### src/rtl/seq_shifter_if.sv
// rtl/seq_shifter_if.sv - request/response handshake bundle for the iterative shifter
interface seq_shifter_if #(
    parameter int XLEN = 32,
    parameter int SW   = $clog2(XLEN)
);
    logic            in_valid;
    logic            in_ready;
    logic [XLEN-1:0] in_a;
    logic [SW-1:0]   in_shamt;
    logic [1:0]      in_op;
    logic            out_valid;
    logic            out_ready;
    logic [XLEN-1:0] out_result;

    modport master (
        output in_valid, in_a, in_shamt, in_op, out_ready,
        input  in_ready, out_valid, out_result
    );

    modport slave (
        input  in_valid, in_a, in_shamt, in_op, out_ready,
        output in_ready, out_valid, out_result
    );
endinterface

### src/rtl/seq_shifter.sv
// rtl/seq_shifter.sv - multi-cycle SLL/SRL/SRA unit, at most STEP bits per cycle
// Optional flush input enabled by defining SEQ_SHIFTER_FLUSH_EN.
module seq_shifter #(
    parameter int XLEN = 32,
    parameter int STEP = 4,
    parameter int SW   = $clog2(XLEN)
) (
    input  logic clk,
    input  logic rst_n,
`ifdef SEQ_SHIFTER_FLUSH_EN
    input  logic flush,
`endif
    seq_shifter_if.slave bus,
    output logic busy
);
    typedef enum logic [1:0] {
        S_IDLE  = 2'd0,
        S_SHIFT = 2'd1,
        S_DONE  = 2'd2
    } state_t;

    state_t          state_q, state_d;
    logic [XLEN-1:0] shreg_q, shreg_d;
    logic [SW-1:0]   remaining_q, remaining_d;
    logic            left_q, left_d;
    logic            arith_q, arith_d;
    logic            sign_q, sign_d;

    logic            flush_w;
    logic [SW-1:0]   step_w;
    logic            fill_w;
    logic signed [XLEN:0] ext_w;
    logic signed [XLEN:0] rsh_w;
    logic [XLEN-1:0] lsh_w;

`ifdef SEQ_SHIFTER_FLUSH_EN
    assign flush_w = flush;
`else
    assign flush_w = 1'b0;
`endif

    assign step_w = (remaining_q < SW'(STEP)) ? remaining_q : SW'(STEP);
    assign fill_w = arith_q & sign_q;
    // One extra fill bit on top lets a single arithmetic shift cover both SRL and SRA.
    assign ext_w  = {fill_w, shreg_q};
    assign rsh_w  = ext_w >>> step_w;
    assign lsh_w  = shreg_q << step_w;

    always_comb begin
        state_d     = state_q;
        shreg_d     = shreg_q;
        remaining_d = remaining_q;
        left_d      = left_q;
        arith_d     = arith_q;
        sign_d      = sign_q;
        case (state_q)
            S_IDLE: begin
                if (bus.in_valid && !flush_w) begin
                    shreg_d     = bus.in_a;
                    remaining_d = bus.in_shamt;
                    left_d      = (bus.in_op == 2'b00);
                    arith_d     = (bus.in_op == 2'b11);
                    sign_d      = bus.in_a[XLEN-1];
                    state_d     = (bus.in_shamt == '0) ? S_DONE : S_SHIFT;
                end
            end
            S_SHIFT: begin
                shreg_d     = left_q ? lsh_w : rsh_w[XLEN-1:0];
                remaining_d = remaining_q - step_w;
                if (remaining_d == '0) begin
                    state_d = S_DONE;
                end
                if (flush_w) begin
                    state_d = S_IDLE;
                end
            end
            S_DONE: begin
                if (flush_w || bus.out_ready) begin
                    state_d = S_IDLE;
                end
            end
            default: state_d = S_IDLE;
        endcase
    end

    always_ff @(posedge clk or negedge rst_n) begin
        if (!rst_n) begin
            state_q     <= S_IDLE;
            shreg_q     <= '0;
            remaining_q <= '0;
            left_q      <= 1'b0;
            arith_q     <= 1'b0;
            sign_q      <= 1'b0;
        end else begin
            state_q     <= state_d;
            shreg_q     <= shreg_d;
            remaining_q <= remaining_d;
            left_q      <= left_d;
            arith_q     <= arith_d;
            sign_q      <= sign_d;
        end
    end

    assign bus.in_ready   = (state_q == S_IDLE);
    assign bus.out_valid  = (state_q == S_DONE);
    assign bus.out_result = shreg_q;
    assign busy           = (state_q != S_IDLE);
endmodule
### src/flat_wrapper.sv
// flat-port wrapper written by rule: the top's interface ports become plain ports
module seq_shifter_flat 
#(
    parameter int XLEN = 32,
    parameter int STEP = 4,
    parameter int SW   = $clog2(XLEN)
)
  (clk, rst_n, busy, bus_in_valid, bus_in_a, bus_in_shamt, bus_in_op, bus_out_ready, bus_in_ready, bus_out_valid, bus_out_result);
  seq_shifter_if #(.XLEN(XLEN), .SW(SW)) bus_i ();
  input  logic clk;
  input  logic rst_n;
  output logic busy;
  input wire logic [$bits(bus_i.in_valid)-1:0] bus_in_valid;
  input wire logic [$bits(bus_i.in_a)-1:0] bus_in_a;
  input wire logic [$bits(bus_i.in_shamt)-1:0] bus_in_shamt;
  input wire logic [$bits(bus_i.in_op)-1:0] bus_in_op;
  input wire logic [$bits(bus_i.out_ready)-1:0] bus_out_ready;
  output wire logic [$bits(bus_i.in_ready)-1:0] bus_in_ready;
  output wire logic [$bits(bus_i.out_valid)-1:0] bus_out_valid;
  output wire logic [$bits(bus_i.out_result)-1:0] bus_out_result;
  assign bus_i.in_valid = bus_in_valid;
  assign bus_i.in_a = bus_in_a;
  assign bus_i.in_shamt = bus_in_shamt;
  assign bus_i.in_op = bus_in_op;
  assign bus_i.out_ready = bus_out_ready;
  assign bus_in_ready = bus_i.in_ready;
  assign bus_out_valid = bus_i.out_valid;
  assign bus_out_result = bus_i.out_result;
  seq_shifter #(.XLEN(XLEN), .STEP(STEP), .SW(SW)) u_core (.clk(clk), .rst_n(rst_n), .bus(bus_i), .busy(busy));
endmodule
### config.mk
export PLATFORM = sky130hd
export DESIGN_NAME = seq_shifter_flat
export DESIGN_NICKNAME = d
export VERILOG_FILES = /design/src/rtl/seq_shifter_if.sv /design/src/rtl/seq_shifter.sv /design/src/flat_wrapper.sv
export SDC_FILE = /design/constraint.sdc
export NUM_CORES = 1
export LEC_CHECK = 0
export CAP_MARGIN = 30
export CORE_ASPECT_RATIO = 1.25
export CORE_MARGIN = 1
export CORE_UTILIZATION = 35
export DETAILED_ROUTE_END_ITERATION = 12
export GPL_TIMING_DRIVEN = 0
export PLACE_DENSITY = 0.63
export SLEW_MARGIN = 20
export SYNTH_ARGS = -nofsm -noshare
export SYNTH_HDL_FRONTEND = slang
export SYNTH_SLANG_ARGS = --single-unit
### constraint.sdc
create_clock -name clk -period 6 [get_ports clk]
set_input_delay 1.2 -clock clk [delete_from_list [all_inputs] [get_ports clk]]
set_output_delay 1.2 -clock clk [all_outputs]
set_load 0.005 [all_outputs]
---- Yosys cells after proc, flatten, opt, wreduce, memory -nomap -nowiden ----
Cells that the tools add are included.
storage, ports and cells
  input bits .............................. 43
  logic and storage cells ................. 37
  output and inout port bits .............. 35
  bits in registers ....................... 42
cells by class
  equality and inequality tests ........... 6
  multiplexer cells ....................... 11
  shift-type cells ........................ 2
  bitwise gates (word level) .............. 1
  order comparisons ....................... 1
  reduce and logical (&&, ||, !) cells .... 9
  add/sub/neg operators ................... 1
operator list
  kind                                                                           count
  32-bit 2-to-1 mux                                                              2
  32-bit one-hot mux with 2 select lines                                         1
  33-bit by 5-bit >>> shifter with 32-bit output                                 1
  32-bit by 5-bit << shifter with 32-bit output                                  1
  5-bit logical NOT                                                              2
  5-bit 2-to-1 mux                                                               2
  5-bit one-hot mux with 2 select lines                                          1
  2-bit 2-to-1 mux                                                               4
  2-bit one-hot mux with 3 select lines                                          1
  5-bit by 3-bit less-than comparator with 1-bit output (second input constant)  1
  5-bit subtractor                                                               1
  2-bit == test (second input constant)                                          2
  2-bit logical NOT                                                              2
  2-bit inequality test (second input constant)                                  2
  2-bit AND reduction                                                            2
  2-bit nonzero test                                                             2
  3-bit AND reduction                                                            1
  2-bit by 1-bit == test with 1-bit output (second input constant)               1
  2-bit by 1-bit inequality test with 1-bit output (second input constant)       1
  1-bit bitwise AND                                                              1

---- Depth between registers and ports, before layout ----
Gate-level depths: netlist of the first run.
  depth after elaboration ................. 6
  gate-level depth with buffers ........... 11
  depth with buffers taken out ............ 8

---- Worst setup path after synthesis of the first run ----
Ideal clock, no wire load.
  path type ............................... flip-flop to flip-flop
  start ................................... register u_core.remaining_q[1]
  end ..................................... register u_core.state_q[0]
  setup time .............................. 0.134 ns
  period minus slack after synthesis ...... 2.509 ns
  buffers on the path ..................... 3
  required time ........................... 5.866 ns
  cell stages (with the launch flop) ...... 10
  arrival ................................. 2.374 ns
  setup slack ............................. 3.491 ns
  path through ............................ dfrtp_1 -> clkbuf_1 -> clkbuf_1 -> buf_1 -> nand2_1 -> ha_1 -> or4_1 -> nand3_1 -> and3_1 -> o22ai_1
on the way
  cells in the longest elaborated chain, start to end .. 6
RTL lines
  what                                                                 RTL line           RTL
  from (decl)                                                          seq_shifter.sv:24  logic [SW-1:0] remaining_q, remaining_d;
  from (signal assigned)                                               seq_shifter.sv:97  remaining_q <= remaining_d;
  5-bit by 3-bit less-than comparator with 1-bit output                seq_shifter.sv:42  assign step_w = (remaining_q < SW'(STEP)) ? remaining_q : SW'(STEP);
  5-bit 2-to-1 mux                                                     seq_shifter.sv:42
  5-bit subtractor *                                                   seq_shifter.sv:69  remaining_d = remaining_q - step_w;
  5-bit logical NOT *                                                  seq_shifter.sv:70  if (remaining_d == '0) begin
  2-bit by 1-bit inequality test with 1-bit output (no source line) *  n/a
  3-bit AND reduction (no source line) *                               n/a
  to (signal assigned)                                                 seq_shifter.sv:95  state_q <= state_d;
  to (decl)                                                            seq_shifter.sv:22  state_t state_q, state_d;
Every way passes the cells marked *; elsewhere a longest branch is shown, timed or not.
A chain may end at the register's enable or synchronous reset.

---- Worst setup path in the final report of the first run ----
  start ................................... register u_core.state_q[0]
  end ..................................... output port bus_out_valid
on the way
  cells in the longest elaborated chain, start to end .. 1
RTL lines
  what           RTL line            RTL
  2-bit == test  seq_shifter.sv:105  assign bus.out_valid = (state_q == S_DONE);
  to (decl)      flat_wrapper.sv:19  output wire logic [$bits(bus_i.out_valid)-1:0] bus_out_valid;
Every way passes these cells.

==> impl_metrics.ini, run 1 <==
[detailed_routing]
wl_mm = 20.5
drt_iter0_drc = 598
dr.pass1.iters = 5
route.detailed.drc = 0
ant_nets = 0
vias = 5290
via_per_inst = 6.39
wl_per_cell_um = 24.8

[synth]
yosysTopAreaCell = dfrtp_1
synth_nets = 623
syn_area_sq_mm = 0.00439
avgSynthCellArea_sq_um = 7.58
synthTopCellsByArea = dfrtp_1, mux2i_1, a21oi_1, nand2_1, o21ai_0
syn_inst = 579
synth_edf_count = 0
ys.flop_type = dfrtp_1
synthArstFlopShare_pct = 100
synth_seq_cells = 42
synth_top_area_share_pct = 23.9
yosys_warnings = 0
synth-seq-area-share_pct = 23.9
synth_cell_types = 53

[setup_path]
rrSetupSlack_ns = 2.45
start_kind = flop
cp-end-kind = primary output
cp_slowest_cell = clkbuf_1
reg2reg_to = u_core.state_q[0]$_DFFE_PN0P_
worstPathArrival_ns = 2.78
path_class = reg2out
critPathMaxFanout = 10
crit_path_max_incr_delay_ns = 0.57
r2r_cells = 9
crit_top_cell = clkbuf_1
reg2reg_from = u_core.remaining_q[1]$_DFFE_PN0P_
crit_required_ns = 4.80
crit_chain = clkbuf_1 -> clkbuf_1 -> clkbuf_1 -> nor2_1 -> clkdlybuf4s50_1

[grt]
antenna_found_initial = 0
grt_max_degree = 24
grt_pass1_vias = 5133
grt-ovfl-total = 0
grt_pass1_wl_mm = 31.2
grt_usage_pct = 32.4

[floorplanning]
dieArea_sq_mm = 0.0130
io_pins = 78
rows = 45
die_h_um = 127
start_util_pct = 36.1
core-area_sq_mm = 0.0122
die_w_um = 102

[clock_network]
cts_tree = built
htreeDepth = 2
cts_setup_buffers = 0
cts_inserted_buffers = 5
root_buffer = clkbuf_16
clock_latency_ns = 0.29
cts_hold_buf = 0
clkTransAtPathRegs_ns = 0.06
cts_max_path_buffers = 2
cts_resized = 0
cts_sinks = 42

[power]
internal_power_uw = 1550
power_density_mw_per_mm2 = 602
switching_share_pct = 53.3
power_switching_uw = 1770
p_comb_share_pct = 72.5
p_seq_share_pct = 19.5
pwr-share-clk_pct = 8.0
leakagePower_uw = 0.00211
vdd_ir_drop_max_v = 0.000212

[job]
cap_violations = 0

[placed_design]
dp_hpwl_mm = 14.6
pre_cts_slack_ns = 2.16
io_buffers = 77
gp_congestion = 0.961

[min_path]
hold_class = reg2reg
holdCritStartpoint = u_core.arith_q$_DFFE_PN0P_
whs_path_depth = 2
hold_end = u_core.arith_q$_DFFE_PN0P_

[sta]
maxSlewHeadroom_pct = 44.1
period_needed_ns = 3.98
tightest_slew_ns = 0.839
fin_crit_sh_pct = 66.4
finalClockSkew_ns = 0.00743
rsz0062_at_grt = false
finalSetupTns_ns = 0
slew_viol_final = 0
timing.fmax_mhz = 251
finalWorstSetupSlack_ns = 2.02
hold_viol = 0
finalSetupViolations = 0

[cells_and_area]
mostFrequentLayoutCells = clkdlybuf4s50_1, nand2_1, mux2i_1, a21oi_1, clkbuf_1
n_antenna_cell = 0
fin_util_pct = 45.3
drive_gt1_share_pct = 6.02
nFillCells = 1284
areaGrowthSynthToFinish_pct = 25.6
final_common_cell = clkdlybuf4s50_1
nNetsFinal = 708

[run_status]
status = complete, no violations
## registers in the layout (all words and copies together) (netlist names)
name,cells
u_core.arith_q,1
u_core.left_q,1
u_core.remaining_q,5
u_core.bus.out_result,32
u_core.state_q,2
u_core.sign_q,1
## critical path: cells and delay by family, from the launching register on
| kind | cells | cell delay [ns] |
|---|---|---|
| buffers and inverters | 4 | 2.03 |
| DFF | 1 | 0.38 |
| and+or+nand+nor | 1 | 0.08 |
## metrics by stage
step,std cells,cell area [sq um],power [uW],hold WS (ns)
floorplan,579,4390,2060,0.473
global placement,820,5370,2970,0.498
detailed placement,821,5380,2980,0.516
CTS,828,5510,3260,0.529
global route,828,5510,3530,0.575
finish,828,5510,3320,0.527
## power by group through the flow
stage | clock, uW | sequential, uW | combinational (uW)
3_3_place_gp | 0 | 643 | 2330
6_report | 267 | 648 | 2410
5_1_grt | 285 | 667 | 2580
4_1_cts | 273 | 641 | 2350
3_5_place_dp | 0 | 645 | 2340
2_1_floorplan | 0 | 583 | 1480
## kinds of logic (layout without fill, tap and decap cells)
family,count (synthesis),count (layout),share of synthesized area (%)
AO/OA/AOI/OAI,191,191,28.1
adder cells (fa/ha/maj),1,1,0.285
AND/OR/NAND/NOR,195,195,21.0
multiplexers,71,71,18.4
flip-flops,42,42,23.9
buffers and inverters,78,163,8.12
other,1,1,0.0854
## synth_stat cells, types with 2 or more instances
cell type and count:
a2111oi_0 3, a211oi_1 14, a21oi_1 55, a221oi_1 2, a2bb2oi_1 2, a311oi_1 3, a31oi_1 3, and2_1 2
buf_1 5, buf_2 12, buf_6 6, clkbuf_1 48, dfrtp_1 42, inv_1 5, mux2_2 5, mux2i_1 59
mux4_2 6, nand2_1 70, nand2b_1 3, nand3_1 6, nand3b_1 2, nor2_1 45, nor2b_1 5, nor3_1 31
nor3b_1 5, o211ai_1 16, o21ai_0 44, o221ai_1 17, o22a_1 4, o22ai_1 8, o31ai_1 5, o32ai_1 6
o41ai_1 2, or3_1 18, or4_1 2
## per-layer routing
| layer | vias to the layer above | GRT usage, % | routed length [um] |
|---|---|---|---|
| met2 | 340 | 52.7 | 9800 |
| met5 | - | 0 | 0 |
| met3 | 61 | 3.99 | 1650 |
| met1 | 2559 | 41.8 | 8190 |
| li1 | 2330 | - | - |
| met4 | 0 | 16.5 | 871 |
## worst max-delay path by stage
stage / startpoint / to / slack (ns) / cells past startpoint
6_report: u_core.state_q[0]$_DFFE_PN0P_ / bus_out_valid / 2.02 / 5
5_1_grt: u_core.state_q[0]$_DFFE_PN0P_ / bus_out_valid / 1.97 / 5
4_1_cts: u_core.state_q[0]$_DFFE_PN0P_ / bus_out_valid / 2.10 / 5
3_5_place_dp: bus_in_valid / u_core.bus.out_result[5]$_DFFE_PN0P_ / 2.16 / 6
3_3_place_gp: bus_in_valid / u_core.bus.out_result[5]$_DFFE_PN0P_ / 2.13 / 6
2_1_floorplan: u_core.remaining_q[1]$_DFFE_PN0P_ / u_core.state_q[0]$_DFFE_PN0P_ / 3.49 / 9
## cell type report
cell class | instances | area (sq um) | share of cell area, %
multi-input cells | 459 | 2980 | 54.1
flip-flops and latches | 42 | 1050 | 19.1
repair buffers | 78 | 786 | 14.3
plain buffers | 72 | 334 | 6.06
well taps | 164 | 205 | 3.72
clock buffers | 7 | 133 | 2.41
inverters | 6 | 22.5 | 0.408
(Power assumes the default switching activity.)
==> run 2: changes to the inputs <==
--- a/config.mk
+++ b/config.mk
@@ -11,7 +11,7 @@
 export CORE_UTILIZATION = 35
 export DETAILED_ROUTE_END_ITERATION = 12
 export GPL_TIMING_DRIVEN = 0
-export PLACE_DENSITY = 0.63
+export PLACE_DENSITY = 0.65
 export SLEW_MARGIN = 20
 export SYNTH_ARGS = -nofsm -noshare
 export SYNTH_HDL_FRONTEND = slang
==> constraint.sdc (replaced) <==
create_clock -name clk -period 3.3 [get_ports clk]
set_input_delay 0.66 -clock clk [delete_from_list [all_inputs] [get_ports clk]]
set_output_delay 0.66 -clock clk [all_outputs]
set_load 0.005 [all_outputs]
==> run 2 against run 1 <==
Net effect:
- wire length down 2.4%
- combinational power up 82%
- global-route usage down 1.3 points
- largest cell class unchanged
- sequential power up 82%
- critical endpoint unchanged
- sequential share of layout area about the same
- critical path type unchanged
==> impl_metrics.ini, run 2 (synthesis results as in run 1) <==
[setup_path]
crit_top_cell = clkbuf_1
start_kind = flop
crit_chain = clkbuf_1 -> clkbuf_1 -> clkbuf_2 -> nor2_1 -> clkdlybuf4s50_1
worstPathArrival_ns = 2.47
cp_slowest_cell = clkbuf_1
path_buf_inv = 4
cp-end-kind = primary output
path_delay_family = buffers and inverters
crit_required_ns = 2.64
crit_path_max_incr_delay_ns = 0.49
path_class = reg2out
critPathMaxFanout = 10

[run_status]
status = complete, no violations

[clock_network]
root_buffer = clkbuf_16
cts_max_path_buffers = 2
cts_inserted_buffers = 5
cts_tree = built
clkTransAtPathRegs_ns = 0.06
clock_latency_ns = 0.29
cts_sinks = 42
htreeDepth = 2

[cells_and_area]
mostFrequentLayoutCells = clkdlybuf4s50_1, nand2_1, mux2i_1, a21oi_1, clkbuf_1
largest_reg_flops = 32
areaGrowthSynthToFinish_pct = 25.8
fin_area_sq_mm = 0.00553
n_antenna_cell = 0
nNetsFinal = 708
final_common_cell = clkdlybuf4s50_1
drive_gt1_share_pct = 6.48

[placed_design]
gp_congestion = 0.964
pre_cts_slack_ns = -0.105
dp_hpwl_mm = 14.4
placed_area_sq_mm = 0.00539
io_buffers = 77

[detailed_routing]
wl_met1_mm = 7.65
wl_mm = 20.0
drt_iter0_drc = 664
vias = 5320
top_layer = met4
via_per_inst = 6.43
wl_per_cell_um = 24.2
dr.pass1.iters = 6
ant_nets = 0
route.detailed.drc = 0
wl_met3_mm = 1.83
routed-wl-met2_mm = 9.45

[sta]
timing.fmax_mhz = 319
hold_viol = 0
fin_crit_sh_pct = 94.9
tightest_slew_ns = 0.878
finalWorstSetupSlack_ns = 0.169
finalSetupViolations = 0
hold-worst-slack_ns = 0.356
rsz0062_at_grt = false
finalSetupTns_ns = 0
maxSlewHeadroom_pct = 41.5
finalClockSkew_ns = 0.00455
period_needed_ns = 3.13
slew_viol_final = 0

[grt]
grt-ovfl-total = 0
grt_pass1_vias = 5066
grt_pass1_wl_mm = 30.0
grt_max_degree = 24
antenna_found_initial = 0
grt_usage_pct = 31.1

[power]
vdd_ir_drop_max_v = 0.000349
power_uw = 6050
leakagePower_uw = 0.00212
power_density_mw_per_mm2 = 1090

[job]
cap_violations = 0

[floorplanning]
die_h_um = 127
dieArea_sq_mm = 0.0130
start_util_pct = 36.1
rows = 45
die_w_um = 102
io_pins = 78
core-area_sq_mm = 0.0122

[min_path]
hold_class = in2async
[run 2: routing by layer]
layer	up-vias	track usage [%]
li1	2339	-
met1	2529	39.2
met2	372	49.7
met3	80	4.43
met4	0	19.2
met5	-	0
[run 2: path summary, 6_finish.rpt]
path	start	end	slack [ns]	cells past startpoint
setup / recovery	u_core.state_q[0]$_DFFE_PN0P_	bus_out_valid	0.17	5
hold / removal	rst_n	u_core.bus.out_result[6]$_DFFE_PN0P_	0.36	1
setup reg to reg	u_core.remaining_q[1]$_DFFE_PN0P_	u_core.state_q[0]$_DFFE_PN0P_	0.20	9
hold reg to reg	u_core.arith_q$_DFFE_PN0P_	u_core.arith_q$_DFFE_PN0P_	0.51	2
max in group asynchronous	rst_n	u_core.remaining_q[1]$_DFFE_PN0P_	2.42	2
min in group clk	u_core.arith_q$_DFFE_PN0P_	u_core.arith_q$_DFFE_PN0P_	0.51	2
[run 2: final cells by class]
type                            instances  area, sq um
Clock buffer                            7          133
Sequential cell                        42         1050
Tap cell                              164          205
Inverter                                6         22.5
Buffer                                 72          338
Fill cell                            1247         6640
Timing Repair Buffer                   78          793
Multi-Input combinational cell        459         2980
[run 2: metrics by stage]
| step | std cells | util, % |
|---|---|---|
| 6_report | 828 | 45.4 |
| 4_1_cts | 828 | 45.4 |
| 3_5_place_dp | 821 | 44.3 |
| 5_1_grt | 828 | 45.4 |
| 2_1_floorplan | 579 | - |
| 3_3_place_gp | 820 | 44.1 |
[run 2: where the power goes]
part           internal, uW  leakage, uW  switching, uW
registers               791     0.000495            388
clock network           278    0.0000640            212
logic                  1760      0.00157           2620
[run 2: repair_timing]
action,CTS,global route
hold buffers,0,0
setup buffers,0,0
resized for setup,2,2
cloned,0,0
setup endpoints to repair,4,3
==> run 3: changes to the inputs <==
==> constraint.sdc (replaced) <==
create_clock -name clk -period 3.3 [get_ports clk]
set_input_delay 0.66 -clock clk [delete_from_list [all_inputs] [get_ports clk]]
set_output_delay 0.66 -clock clk [all_outputs]
set_load 0.05 [all_outputs]
==> run 3 against run 2 <==
Net effect:
- die area is the same
- hold slack got worse by 0.0038 ns
- non-clock buffer count unchanged
- core utilization about the same
- sequential power hardly changed
- via count grew 0.13%
- highest routed layer unchanged
==> impl_metrics.ini, run 3 (synthesis results as in run 1) <==
[sta]
rsz0062_at_grt = false
timing.fmax_mhz = 312
period_needed_ns = 3.20
finalSetupViolations = 0
fin_crit_sh_pct = 97.0
finalClockSkew_ns = 0.00492
maxSlewHeadroom_pct = 41.3
hold_viol = 0
tightest_slew_ns = 0.881
slew_viol_final = 0
finalWorstSetupSlack_ns = 0.0977

[clock_network]
cts_hold_buf = 0
cts_setup_buffers = 0
clock_latency_ns = 0.29
root_buffer = clkbuf_16
cts_inserted_buffers = 5
clkTransAtPathRegs_ns = 0.06
htreeDepth = 2
cts_sinks = 42
cts_max_path_buffers = 2
cts_tree = built

[grt]
grt_pass1_wl_mm = 30.0
grt-ovfl-total = 0
busiest_layer = met2
grt_usage_pct = 31.1
grt_pass1_vias = 5066
grt_max_degree = 24
grt_use_met1_pct = 39.2
grt_use_met2_pct = 49.7
grt_use_met3_pct = 4.43
antenna_found_initial = 0

[placed_design]
gp_congestion = 0.964
pre_cts_slack_ns = -0.105
placed_area_sq_mm = 0.00539
io_buffers = 77
dp_hpwl_mm = 14.4
post-place-cells = 821

[setup_path]
start_kind = flop
crit_path_max_incr_delay_ns = 0.70
critPathMaxFanout = 10
cp-end-kind = primary output
crit_chain = clkbuf_1 -> clkbuf_2 -> clkbuf_2 -> nor2_1 -> clkdlybuf4s50_1
path_class = reg2out
crit_required_ns = 2.64
rrSetupSlack_ns = 0.19
cp_slowest_cell = clkdlybuf4s50_1
crit_top_cell = clkbuf_2
worstPathArrival_ns = 2.54

[floorplanning]
die_h_um = 127
die_w_um = 102
start_util_pct = 36.1
core-area_sq_mm = 0.0122
rows = 45
io_pins = 78
dieArea_sq_mm = 0.0130

[min_path]
hold_class = in2async

[detailed_routing]
ant_nets = 0
wl_per_cell_um = 24.2
dr.pass1.iters = 6
vias = 5327
via_per_inst = 6.43
route.detailed.drc = 0
wl_mm = 20.0
drt_iter0_drc = 661

[cells_and_area]
areaGrowthSynthToFinish_pct = 25.9
final_cells = 828
fin_area_sq_mm = 0.00553
n_antenna_cell = 0
largest_reg_flops = 32
nNetsFinal = 708
drive_gt1_share_pct = 6.63
mostFrequentLayoutCells = clkdlybuf4s50_1, nand2_1, mux2i_1, a21oi_1, clkbuf_1
final_common_cell = clkdlybuf4s50_1

[run_status]
status = complete, no violations

[job]
cap_violations = 0

[power]
power_density_mw_per_mm2 = 1230
vdd_ir_drop_max_v = 0.000464
leakagePower_uw = 0.00213
[run 3: cell counts in the layout (fill, tap and decap cells not counted)]
Identical to the previous run, type by type.
[run 3: final timing paths]
| kind | startpoint | to | depth (start not counted) |
|---|---|---|---|
| setup / recovery | u_core.state_q[0]$_DFFE_PN0P_ | bus_out_valid | 5 |
| hold / removal | rst_n | u_core.bus.out_result[6]$_DFFE_PN0P_ | 1 |
| setup reg to reg | u_core.remaining_q[1]$_DFFE_PN0P_ | u_core.state_q[0]$_DFFE_PN0P_ | 9 |
| hold reg to reg | u_core.arith_q$_DFFE_PN0P_ | u_core.arith_q$_DFFE_PN0P_ | 2 |
| max in group asynchronous | rst_n | u_core.remaining_q[1]$_DFFE_PN0P_ | 2 |
| min in group clk | u_core.arith_q$_DFFE_PN0P_ | u_core.arith_q$_DFFE_PN0P_ | 2 |
[run 3: metal layers]
metal  share of wire, %  wire length [um]
met5                  0                 0
met4                5.5              1100
met3                9.2              1840
met2                 47              9440
met1                 38              7640
[run 3: power breakdown]
group / total, uW / internal, uW / switching, uW
sequential: 1170 / 791 / 384
clock: 490 / 278 / 212
combinational: 5120 / 1760 / 3360
[run 3: metrics by stage]
step                      util (%)  hold slack [ns]  setup TNS (ns)  total power [uW]
final                         45.4            0.352               0              6780
after global routing          45.4            0.389               0              7120
after CTS                     45.4            0.361               0              6660
after detailed placement      44.3            0.502          -0.202              6150
after global placement        44.1            0.495          -0.139              6110
after floorplan                  -            0.364               0              4470
[run 3: final cells by class]
type | count | area, sq um
multi-input cells | 459 | 2980
plain buffers | 72 | 339
repair buffers | 78 | 793
clock buffers | 7 | 133
well taps | 164 | 205
fillers | 1246 | 6640
flip-flops and latches | 42 | 1050
inverters | 6 | 22.5
[run 3: worst max-delay path, delay by kind of cell (launching register included)]
family | cells | cell delay (ns)
and+or+nand+nor | 1 | 0.08
DFF | 1 | 0.38
buffers and inverters | 4 | 1.78
[run 3: timing repair]
action,CTS,global route
pin swaps,0,0
gates resized for setup,3,2
endpoints found under the setup margin,4,3
